**config.mk**
```make
export PLATFORM = sky130hd
export DESIGN_NAME = display_timings_480p
export DESIGN_NICKNAME = d
export VERILOG_FILES = /design/src/rtl/display_timings_480p.sv
export SDC_FILE = /design/constraint.sdc
export NUM_CORES = 1
export LEC_CHECK = 0
export BUFFER_PORTS_ARGS = -buffer_cell sky130_fd_sc_hd__buf_2
export CAP_MARGIN = 30
export CELL_PAD_IN_SITES_DETAIL_PLACEMENT = 2
export CELL_PAD_IN_SITES_GLOBAL_PLACEMENT = 2
export CORE_AREA = 2 2 75 95
export CTS_CLUSTER_DIAMETER = 120
export DETAILED_ROUTE_END_ITERATION = 6
export DIE_AREA = 0 0 77 97
export PLACE_DENSITY = 0.8
export SLEW_MARGIN = 20
export SYNTH_ARGS = -nofsm -noshare
export SYNTH_HDL_FRONTEND = slang
export SYNTH_SLANG_ARGS = --single-unit
```
**constraint.sdc**
```tcl
create_clock -name clk_pix -period 4.1 [get_ports clk_pix]
set_input_delay 0.41 -clock clk_pix [delete_from_list [all_inputs] [get_ports clk_pix]]
set_output_delay 0.41 -clock clk_pix [all_outputs]
set_load 0.01 [all_outputs]
```
**src/rtl/display_timings_480p.sv**
```systemverilog
// display_timings_480p: free-running raster timing generator, 640x480 @ 60 Hz
// by default. All outputs are registered and describe the same pixel.
//
// Ports:
//   clk_pix   in   pixel clock (only clock)
//   rst       in   asynchronous active-high reset
//   sx, sy    out  current horizontal / vertical position (CORDW bits)
//   hsync     out  horizontal sync, active level H_POL
//   vsync     out  vertical sync, active level V_POL
//   de        out  data enable, high inside the visible area
//   line      out  one-cycle strobe at sx == 0
//   frame     out  one-cycle strobe at sx == 0, sy == 0
//   frame_cnt out  completed frames, modulo 2**FCW
module display_timings_480p #(
   parameter int   CORDW  = 10,
   parameter int   H_RES  = 640,
   parameter int   H_FP   = 16,
   parameter int   H_SYNC = 96,
   parameter int   H_BP   = 48,
   parameter int   V_RES  = 480,
   parameter int   V_FP   = 10,
   parameter int   V_SYNC = 2,
   parameter int   V_BP   = 33,
   parameter logic H_POL  = 1'b0,
   parameter logic V_POL  = 1'b0,
   parameter int   FCW    = 16
) (
   input  logic             clk_pix,
   input  logic             rst,
   output logic [CORDW-1:0] sx,
   output logic [CORDW-1:0] sy,
   output logic             hsync,
   output logic             vsync,
   output logic             de,
   output logic             line,
   output logic             frame,
   output logic [FCW-1:0]   frame_cnt
);

   localparam int H_TOT = H_RES + H_FP + H_SYNC + H_BP;
   localparam int V_TOT = V_RES + V_FP + V_SYNC + V_BP;

   localparam logic [CORDW-1:0] H_LAST = CORDW'(H_TOT - 1);
   localparam logic [CORDW-1:0] V_LAST = CORDW'(V_TOT - 1);
   localparam logic [CORDW-1:0] H_ACT  = CORDW'(H_RES);
   localparam logic [CORDW-1:0] V_ACT  = CORDW'(V_RES);
   localparam logic [CORDW-1:0] HS_STA = CORDW'(H_RES + H_FP);
   localparam logic [CORDW-1:0] HS_END = CORDW'(H_RES + H_FP + H_SYNC - 1);
   localparam logic [CORDW-1:0] VS_STA = CORDW'(V_RES + V_FP);
   localparam logic [CORDW-1:0] VS_END = CORDW'(V_RES + V_FP + V_SYNC - 1);

   // Next-state coordinates; every registered output is decoded from these
   // so that the strobes and syncs line up with the coordinates they follow.
   logic [CORDW-1:0] nx;
   logic [CORDW-1:0] ny;
   logic             h_wrap;
   logic             n_line;
   logic             n_frame;
   logic             n_hs;
   logic             n_vs;
   logic             n_de;
   logic             arm;

   always_comb begin
      h_wrap = (sx == H_LAST);
      nx     = sx + 1'b1;
      ny     = sy;
      if (h_wrap) begin
         nx = '0;
         if (sy == V_LAST) begin
            ny = '0;
         end else begin
            ny = sy + 1'b1;
         end
      end
      n_line  = (nx == '0);
      n_frame = n_line && (ny == '0);
      n_hs    = (nx >= HS_STA) && (nx <= HS_END);
      n_vs    = (ny >= VS_STA) && (ny <= VS_END);
      n_de    = (nx < H_ACT) && (ny < V_ACT);
   end

   // Reset parks the counters on the last pixel of the frame, so the
   // first edge after release lands exactly on the frame origin.
   always_ff @(posedge clk_pix or posedge rst) begin
      if (rst) begin
         sx        <= H_LAST;
         sy        <= V_LAST;
         hsync     <= ~H_POL;
         vsync     <= ~V_POL;
         de        <= 1'b0;
         line      <= 1'b0;
         frame     <= 1'b0;
         frame_cnt <= '0;
         arm       <= 1'b0;
      end else begin
         sx    <= nx;
         sy    <= ny;
         hsync <= n_hs ? H_POL : ~H_POL;
         vsync <= n_vs ? V_POL : ~V_POL;
         de    <= n_de;
         line  <= n_line;
         frame <= n_frame;
         // The first strobe after reset only arms the counter: a frame is
         // counted when the next one begins.
         if (n_frame) begin
            arm <= 1'b1;
            if (arm) begin
               frame_cnt <= frame_cnt + 1'b1;
            end
         end
      end
   end

endmodule

```
# After elaboration in Yosys (flattened, before gate mapping)
# Cells that the tools add are included.
[totals]
ff_bits = 42
input_bits = 2
out_inout_bits = 41
wordCells = 32
[op_classes]
n_addsub = 3
order_cmp = 6
eq_ne = 2
mux = 5
reduce_logical = 7
[op_table]
columns = ["operator", "n"]
rows = [
  ["two-way mux 10 bit", 3],
  ["adder 10 x 1 -> 10 bit (second input constant)", 2],
  ["== test 10 bit (second input constant)", 2],
  ["logical NOT 10 bit", 2],
  ["adder 16 x 1 -> 16 bit (second input constant)", 1],
  [">= comparator 10 bit (second input constant)", 1],
  [">= comparator 10 x 9 -> 1 bit (second input constant)", 1],
  ["less-or-equal comparator 10 bit (second input constant)", 1],
  ["less-or-equal comparator 10 x 9 -> 1 bit (second input constant)", 1],
  ["< comparator 10 bit (second input constant)", 1],
  ["< comparator 10 x 9 -> 1 bit (second input constant)", 1],
  ["logical AND 1 bit", 4],
  ["two-way mux 1 bit", 2],
  ["AND reduction 2 bit", 1],
]

# Logic depth before layout (Yosys ltp)
# Gate-level depths: netlist of the first run.
[logic_depth]
depth_word = 6
mapped_depth = 12
mapped_depth_nobuf = 10

# Worst setup path after synthesis of the first run
# OpenSTA, ideal clock, no wires.
[synth_timing]
path_kind = "reg-to-reg"
startpoint = "reg sx[0]"
endpoint = "reg frame_cnt[11]"
setup_ns = 0.127
t_arrival_ns = 3.199
required_ns = 3.973
slack_ns = 0.775
path_stages_with_launch = 13
n_path_buf = 3
period_less_slack_ns = 3.325
path_cell_list = "dfstp_2 ha_1 and4_1 buf_4 and4_4 clkbuf_1 mux2i_1 o211ai_1 or3_1 a2111oi_4 buf_6 nand3_2 xnor2_1"
[synth_between]
elab_chain_cells = 5
elab_cells_between_ends = 8
classes_between = "add/sub (1); eq/ne (1); mux (2); reduce/logical (4)"
[synth_lines]
columns = ["element", "line_no", "rtl"]
rows = [
  ["start: declaration", "30", "output logic [CORDW-1:0] sx,"],
  ["start signal: assignment", "97", "sx <= nx;"],
  ["adder 10 x 1 -> 10 bit / == test 10 bit (equally long branches)", "66, 65", ""],
  ["two-way mux 10 bit", "68", "if (h_wrap) begin"],
  ["logical NOT 10 bit, on equally long branches", "76, 77", ""],
  ["logical AND 1 bit (*)", "77", "n_frame = n_line && (ny == '0);"],
  ["named net n_frame", "58", "logic n_frame;"],
  ["AND reduction 2 bit (no source line) (*)", "n/a", ""],
  ["end signal: assignment", "109", "frame_cnt <= frame_cnt + 1'b1;"],
  ["end: declaration", "37", "output logic [FCW-1:0] frame_cnt"],
]
# Mark *: on every way through the listed nets, which the timed path passes. The rest lies on a longest branch.
# A chain may end at the register's enable or synchronous reset.

# Worst setup path in the final report of the first run
[layout_timing]
startpoint = "reg sx[0]"
endpoint = "reg frame_cnt[14]"
[layout_between]
elab_chain_cells = 5
elab_cells_between_ends = 8
classes_between = "add/sub (1); eq/ne (1); mux (2); reduce/logical (4)"
[layout_lines]
columns = ["element", "line_no", "rtl"]
rows = [
  ["adder 10 x 1 -> 10 bit / == test 10 bit (equally long branches)", "66, 65", ""],
  ["two-way mux 10 bit (*)", "68", ""],
  ["named net nx[3]", "54", "logic [CORDW-1:0] nx;"],
  ["logical NOT 10 bit (*)", "76", "n_line = (nx == '0);"],
  ["logical AND 1 bit (*)", "77", ""],
  ["AND reduction 2 bit (no source line) (*)", "n/a", ""],
]
# Marked as above.

==> results.sh, run 1 <==
export IMPL_clk_insertion_delay_late_ns=0.30
export IMPL_most_frequent_cell_after_synthesis="sky130_fd_sc_hd__dfrtp_1"
export IMPL_total_power_uw=820.3
export IMPL_die_height_um=97
export IMPL_switching_share_pct=19.60
export IMPL_timing_setup_tns_ns=0
export IMPL_grt_pass1_vias=2014
export IMPL_core_area_mm2=0.006524
export IMPL_syn_area_mm2=0.002156
export IMPL_type_of_element_launching_the_critical_path="flop"
export IMPL_leak_uw=0.001238
export IMPL_max_clock_path_buffers=2
export IMPL_finalNetCount=261
export IMPL_ys_top_cells_by_count="30 x sky130_fd_sc_hd__dfrtp_1, 22 x sky130_fd_sc_hd__nand2_1, 18 x sky130_fd_sc_hd__xnor2_1"
export IMPL_synthToLayoutAreaGrowth_pct=20.78
export IMPL_global_route_overflow_total=0
export IMPL_drt_pre_antenna_iters=4
export IMPL_ioPinCount=43
export IMPL_vias_per_cell=5.273
export IMPL_fin_area_mm2=0.002604
export IMPL_biggest_area_contributors_in_the_synthesized_netlist="sky130_fd_sc_hd__dfrtp_1 35%, sky130_fd_sc_hd__dfstp_2 15%, sky130_fd_sc_hd__xnor2_1 7.3%"
export IMPL_clock_sinks=42
export IMPL_number_of_maximum_capacitance_violations=0
export IMPL_cp_data_arrival_time_ns=3.71
export IMPL_timing_rr_end="frame_cnt[14]"
export IMPL_cts_root_buffer_cell="sky130_fd_sc_hd__clkbuf_8"
export IMPL_synth_largest_area_cell="sky130_fd_sc_hd__dfrtp_1"
export IMPL_reg2regPathDepth=10
export IMPL_hold_violations=0
export IMPL_netSwitchingPower_uw=160.7
export IMPL_period_minus_slack_ns=3.509
export IMPL_peak_freq_mhz=285.0
export IMPL_antenna_left=0
export IMPL_run_status="completed"
export IMPL_post_dp_cell_area_mm2=0.002466
export IMPL_synth_nets=214
export IMPL_clock_tree_from_tritoncts="yes"
export IMPL_synth_enable_flop_cells=0
export IMPL_yosys_register_bits=42
export IMPL_initial_antenna_violation_count=0
export IMPL_setup_worst_path_class="reg2reg"
export IMPL_cts_post_setup_buffers_inserted=0
export IMPL_power_sequential_fraction_pct=50.5
export IMPL_cp_end_kind="flop"
export IMPL_synth_seq_area_share_pct=49.45
export IMPL_worst_path_max_fanout=16
export IMPL_postCtsResizedCells=0
export IMPL_multi_input_area_mm2=0.001013
export IMPL_power_clock_fraction_pct=48.4
export IMPL_internal_power_uw=659.6
export IMPL_gate_power_share_pct=1.1
export IMPL_post_route_drc_count=0
export IMPL_clk_pin_slew_worst_paths_ns=0.09
export IMPL_max_slew_margin_pct=56.76
export IMPL_area_sequential_mm2=0.001066
export IMPL_post_dp_hpwl_um=4332
export IMPL_detail_route_wl_per_cell_um=17.46
export IMPL_filler_cell_count=744
export IMPL_cts_htree_levels=2
export IMPL_peakVddDrop_uv=168.2
export IMPL_ys_async_sr_fraction_pct=100.0
export IMPL_worst_ep_required_ns=4.30
export IMPL_finalCritPeriodShare_pct=85.58
export IMPL_grtUsageTotal_pct=16.98
export IMPL_io_buffer_count=42
export IMPL_synth_cells=206
export IMPL_grt_max_degree=43
export IMPL_r2r_setup_slack_ns=0.59
export IMPL_yosysWarnings=0
export IMPL_unique_masters_post_synth=48
export IMPL_slew_limit_fails=0
export IMPL_cts_hold_repair_buffers=0
export IMPL_floorplan_rows=33
export IMPL_drt_wl_total_um=5954
export IMPL_final_util_pct=39.91
export IMPL_tightest_slew_ns=0.6403
export IMPL_diodes=0
export IMPL_finalSetupViolations=0
export IMPL_post_route_cells_drive_above_1_share_pct=29.53
export IMPL_rr_startpoint="sx[0]"
export IMPL_fp_dieArea_mm2=0.007469
export IMPL_finalWeightedCongestion=0.7893
export IMPL_route_vias_total=1798
export IMPL_start_util_pct=33.05
export IMPL_grt_pass1_wl_um=10250
export IMPL_floorplan_die_width_um=77
export IMPL_skew_ns=0.007012
export IMPL_initialDrtViolationCount=65
export IMPL_power_density_over_cell_area_mw_per_mm2=315.0
export IMPL_hold_path_class="in2async"
export IMPL_cts_inserted_buffers=5
export IMPL_synthDominantCellAreaShare_pct=34.82
export IMPL_postSynthAreaPerCell_um2=10.47
export IMPL_rsz0062_at_grt="false"
export IMPL_yosys_most_used_dff="sky130_fd_sc_hd__dfrtp_1"
## final cells by class
cell class / instances / share of cell area (%)
Inverter: 12 / 1.730
Tap cell: 87 / 4.181
Timing Repair Buffer: 45 / 8.938
Multi-Input combinational cell: 147 / 38.92
Sequential cell: 42 / 40.94
Clock inverter: 3 / 2.643
Clock buffer: 5 / 2.643
## metal layers
layer / part of all wire (%) / wire length [µm] / vias to the layer above / GRT usage, %
met1: 42 / 2476 / 927 / 20.18
met4: 1.2 / 74 / 0 / 5.632
met3: 3.8 / 224 / 6 / 3.358
li1: - / - / 830 / -
met2: 53 / 3178 / 35 / 30.36
met5: 0 / 0 / - / 0
## cells by family (layout without fill, tap and decap cells)
kind of cell / count (synthesis) / after routing / share of synthesized area (%)
and+or+nand+nor: 88 / 88 / 22.98
DFF: 42 / 42 / 49.45
AOI/OAI and AO/OA: 27 / 27 / 9.693
xor gates and xnor gates: 23 / 23 / 9.344
buffers and inverters: 17 / 65 / 3.540
adders and majority gates: 6 / 6 / 3.482
muxes: 3 / 3 / 1.509
## power groups by stage
stage,clock [µW],sequential [µW],combinational [µW]
after floorplan,0,422,5.98
after global placement,0,422,9.85
after detailed placement,0,422,10.1
after CTS,406,415,10.0
after global routing,422,415,11.0
final,397,414,9.10
## how the worst max path moves through the flow
stage | startpoint | endpoint | slack, ns
finish | sx[0] | frame_cnt[14] | 0.59
global route | sx[0] | frame_cnt[12] | 0.37
CTS | sx[0] | frame_cnt[14] | 0.56
detailed placement | sx[0] | frame_cnt[14] | 0.60
global placement | sx[0] | frame_cnt[10] | 0.74
floorplan | sx[0] | frame_cnt[11] | 0.77
## cell usage in the layout, fill, tap and decap left out, types with 4 or more instances in the layout
cell | netlist | routed
sky130_fd_sc_hd__buf_2 | 1 | 42
sky130_fd_sc_hd__dfrtp_1 | 30 | 30
sky130_fd_sc_hd__nand2_1 | 22 | 22
sky130_fd_sc_hd__xnor2_1 | 18 | 18
sky130_fd_sc_hd__nand3_1 | 13 | 13
sky130_fd_sc_hd__inv_1 | 12 | 12
sky130_fd_sc_hd__dfstp_2 | 12 | 12
sky130_fd_sc_hd__and3_1 | 11 | 11
sky130_fd_sc_hd__nor2_1 | 8 | 8
sky130_fd_sc_hd__nand4_1 | 7 | 7
sky130_fd_sc_hd__ha_1 | 6 | 6
sky130_fd_sc_hd__xor2_1 | 5 | 5
sky130_fd_sc_hd__o21ai_0 | 5 | 5
sky130_fd_sc_hd__a31oi_1 | 5 | 5
sky130_fd_sc_hd__clkbuf_8 | 0 | 5
sky130_fd_sc_hd__and4_1 | 4 | 4
sky130_fd_sc_hd__nor3_1 | 4 | 4
## worst max-delay path, cell delays in order (launching register included)
cell and delay, ns:
sky130_fd_sc_hd__dfstp_2 0.60, sky130_fd_sc_hd__ha_1 0.21, sky130_fd_sc_hd__and4_1 0.34, sky130_fd_sc_hd__and4_4 0.39, sky130_fd_sc_hd__nor2_1 0.09, sky130_fd_sc_hd__or3b_1 0.39
sky130_fd_sc_hd__or4_4 0.52, sky130_fd_sc_hd__a2111oi_4 0.30, sky130_fd_sc_hd__buf_4 0.27, sky130_fd_sc_hd__nand4_1 0.14, sky130_fd_sc_hd__xnor2_1 0.15
## flip-flops by register name, summed over array words and instances, names as in the netlist
name / count
frame_cnt: 16
sx: 10
sy: 10
arm: 1
de: 1
frame: 1
hsync: 1
line: 1
vsync: 1
## stage by stage
stage          instances  setup WS, ns  hold WS (ns)
2_1_floorplan        206        0.7748        0.4947
4_1_cts              341        0.5599        0.2558
6_report             341        0.5911        0.2285
3_5_place_dp         333        0.5982        0.4680
3_3_place_gp         333        0.7435        0.4537
5_1_grt              341        0.3692        0.2690
Note: power is estimated with default switching activity, not from simulation.
==> run 2: changes to the inputs <==
--- a/config.mk
+++ b/config.mk
@@ -9,11 +9,11 @@
 export CAP_MARGIN = 30
 export CELL_PAD_IN_SITES_DETAIL_PLACEMENT = 2
 export CELL_PAD_IN_SITES_GLOBAL_PLACEMENT = 2
-export CORE_AREA = 2 2 75 95
+export CORE_AREA = 2 2 74 93
 export CTS_CLUSTER_DIAMETER = 120
 export DETAILED_ROUTE_END_ITERATION = 6
-export DIE_AREA = 0 0 77 97
-export PLACE_DENSITY = 0.8
+export DIE_AREA = 0 0 76 95
+export PLACE_DENSITY = 0.82
 export SLEW_MARGIN = 20
 export SYNTH_ARGS = -nofsm -noshare
 export SYNTH_HDL_FRONTEND = slang
==> constraint.sdc (replaced) <==
create_clock -name clk_pix -period 4.5 [get_ports clk_pix]
set_input_delay 0.45 -clock clk_pix [delete_from_list [all_inputs] [get_ports clk_pix]]
set_output_delay 0.45 -clock clk_pix [all_outputs]
set_load 0.01 [all_outputs]
==> results.sh, run 2 (synthesized netlist as in run 1, its figures left out) <==
export IMPL_run_status="completed"
export IMPL_cts_post_setup_buffers_inserted=0
export IMPL_peakVddDrop_uv=187.4
export IMPL_worst_ep_required_ns=4.69
export IMPL_post_route_cells_drive_above_1_share_pct=29.25
export IMPL_cts_root_buffer_cell="sky130_fd_sc_hd__clkbuf_8"
export IMPL_clk_insertion_delay_late_ns=0.30
export IMPL_grt_pass1_vias=1886
export IMPL_largest_registers="frame_cnt (16), sx (10), sy (10)"
export IMPL_timing_setup_tns_ns=0
export IMPL_reg2regPathDepth=10
export IMPL_finalWeightedCongestion=0.7832
export IMPL_synthToLayoutAreaGrowth_pct=18.22
export IMPL_r2r_setup_slack_ns=1.01
export IMPL_rsz0062_at_grt="false"
export IMPL_core_area_mm2=0.006400
export IMPL_total_power_uw=633.7
export IMPL_max_clock_path_buffers=2
export IMPL_cp_data_arrival_time_ns=3.68
export IMPL_finalCritPeriodShare_pct=77.61
export IMPL_die_height_um=95
export IMPL_finalSetupViolations=0
export IMPL_hold_path_class="in2async"
export IMPL_drt_wl_total_um=5541
export IMPL_route_vias_total=1789
export IMPL_start_util_pct=33.69
export IMPL_clock_tree_from_tritoncts="yes"
export IMPL_grt_pass1_wl_um=9556
export IMPL_diodes=0
export IMPL_max_slew_margin_pct=59.90
export IMPL_floorplan_die_width_um=76
export IMPL_rr_startpoint="sx[0]"
export IMPL_period_minus_slack_ns=3.492
export IMPL_antenna_left=0
export IMPL_final_common_cell="sky130_fd_sc_hd__buf_2"
export IMPL_vias_per_cell=5.262
export IMPL_setup_worst_path_class="reg2reg"
export IMPL_peak_freq_mhz=286.3
export IMPL_cts_hold_repair_buffers=0
export IMPL_postCtsResizedCells=0
export IMPL_skew_ns=0.004099
export IMPL_final_util_pct=39.82
export IMPL_clock_sinks=42
export IMPL_layout_cells_most_common_list="42 x sky130_fd_sc_hd__buf_2, 30 x sky130_fd_sc_hd__dfrtp_1, 22 x sky130_fd_sc_hd__nand2_1, 18 x sky130_fd_sc_hd__xnor2_1, 13 x sky130_fd_sc_hd__nand3_1"
export IMPL_slew_limit_fails=0
export IMPL_stdcell_count=340
export IMPL_grtUsageTotal_pct=16.48
export IMPL_post_dp_hpwl_um=4160
export IMPL_detail_route_wl_per_cell_um=16.30
export IMPL_global_route_overflow_total=0
export IMPL_number_of_maximum_capacitance_violations=0
export IMPL_initial_antenna_violation_count=0
export IMPL_worst_path_max_fanout=16
export IMPL_ioPinCount=43
export IMPL_power_density_over_cell_area_mw_per_mm2=248.6
export IMPL_cts_inserted_buffers=5
export IMPL_cts_htree_levels=2
export IMPL_fp_dieArea_mm2=0.007220
export IMPL_io_buffer_count=42
export IMPL_grt_max_degree=43
export IMPL_hold_violations=0
export IMPL_timing_rr_end="frame_cnt[14]"
export IMPL_largest_register_ff_count=16
export IMPL_clk_pin_slew_worst_paths_ns=0.08
export IMPL_tightest_slew_ns=0.5970
export IMPL_finalNetCount=260
export IMPL_register_with_the_most_flip_flops="frame_cnt"
export IMPL_post_route_drc_count=0
export IMPL_type_of_element_launching_the_critical_path="flop"
export IMPL_cp_end_kind="flop"
export IMPL_initialDrtViolationCount=30
export IMPL_drt_pre_antenna_iters=4
export IMPL_leak_uw=0.001209
export IMPL_post_dp_cell_area_mm2=0.002459
export IMPL_place_detailed_instances=332
export IMPL_fin_area_mm2=0.002549
export IMPL_floorplan_rows=33
[run 2: changes by cell type in the layout (fill, tap and decap cells not counted), sizes merged]
cell,change
bufinv,-2
buf,-1
clkinv,+1
clkinvlp,+1
[run 2: cell type report]
cell class                      count  area (µm²)
Multi-Input combinational cell    147        1013
Sequential cell                    42        1066
Inverter                           12       45.04
Timing Repair Buffer               44       225.2
Clock buffer                        5       68.82
Tap cell                           87       108.9
Fill cell                         721        3851
Clock inverter                      3       21.27
[run 2: per-stage QoR]
step | hold WS, ns | setup slack [ns]
after floorplan | 0.4947 | 1.175
after global placement | 0.4543 | 1.132
after detailed placement | 0.4631 | 1.007
after CTS | 0.2944 | 0.9503
after global routing | 0.3113 | 0.7520
final | 0.2731 | 1.008
[run 2: per-layer routing]
layer	GRT usage, %	part of all wire (%)	up-vias
met5	0	0	-
met4	6.061	2.0	0
met3	3.059	2.9	11
met2	29.32	52	34
met1	20.06	43	911
li1	-	-	833
[run 2: worst max path at each step]
stage                     start            end  slack (ns)
final                     sx[0]  frame_cnt[14]        1.01
after global routing      sx[0]  frame_cnt[14]        0.75
after CTS                 sx[0]  frame_cnt[14]        0.95
after detailed placement  sx[0]  frame_cnt[14]        1.01
after global placement    sx[0]  frame_cnt[10]        1.13
after floorplan           sx[0]  frame_cnt[11]        1.17
[run 2: power by group]
part,switching (µW),internal (µW)
combinational,7.29,0.939
clock,139,109
sequential,0,378
total,146,488
[run 2: worst max-delay path: stages, from the launching register on]
cell and delay, ns:
sky130_fd_sc_hd__dfstp_2 0.59, sky130_fd_sc_hd__ha_1 0.21, sky130_fd_sc_hd__and4_1 0.34, sky130_fd_sc_hd__nand4_1 0.30
sky130_fd_sc_hd__nor3_1 0.59, sky130_fd_sc_hd__nor2_1 0.08, sky130_fd_sc_hd__or3_1 0.38, sky130_fd_sc_hd__a2111oi_4 0.34
sky130_fd_sc_hd__buf_4 0.26, sky130_fd_sc_hd__nand4_1 0.13, sky130_fd_sc_hd__xnor2_1 0.15
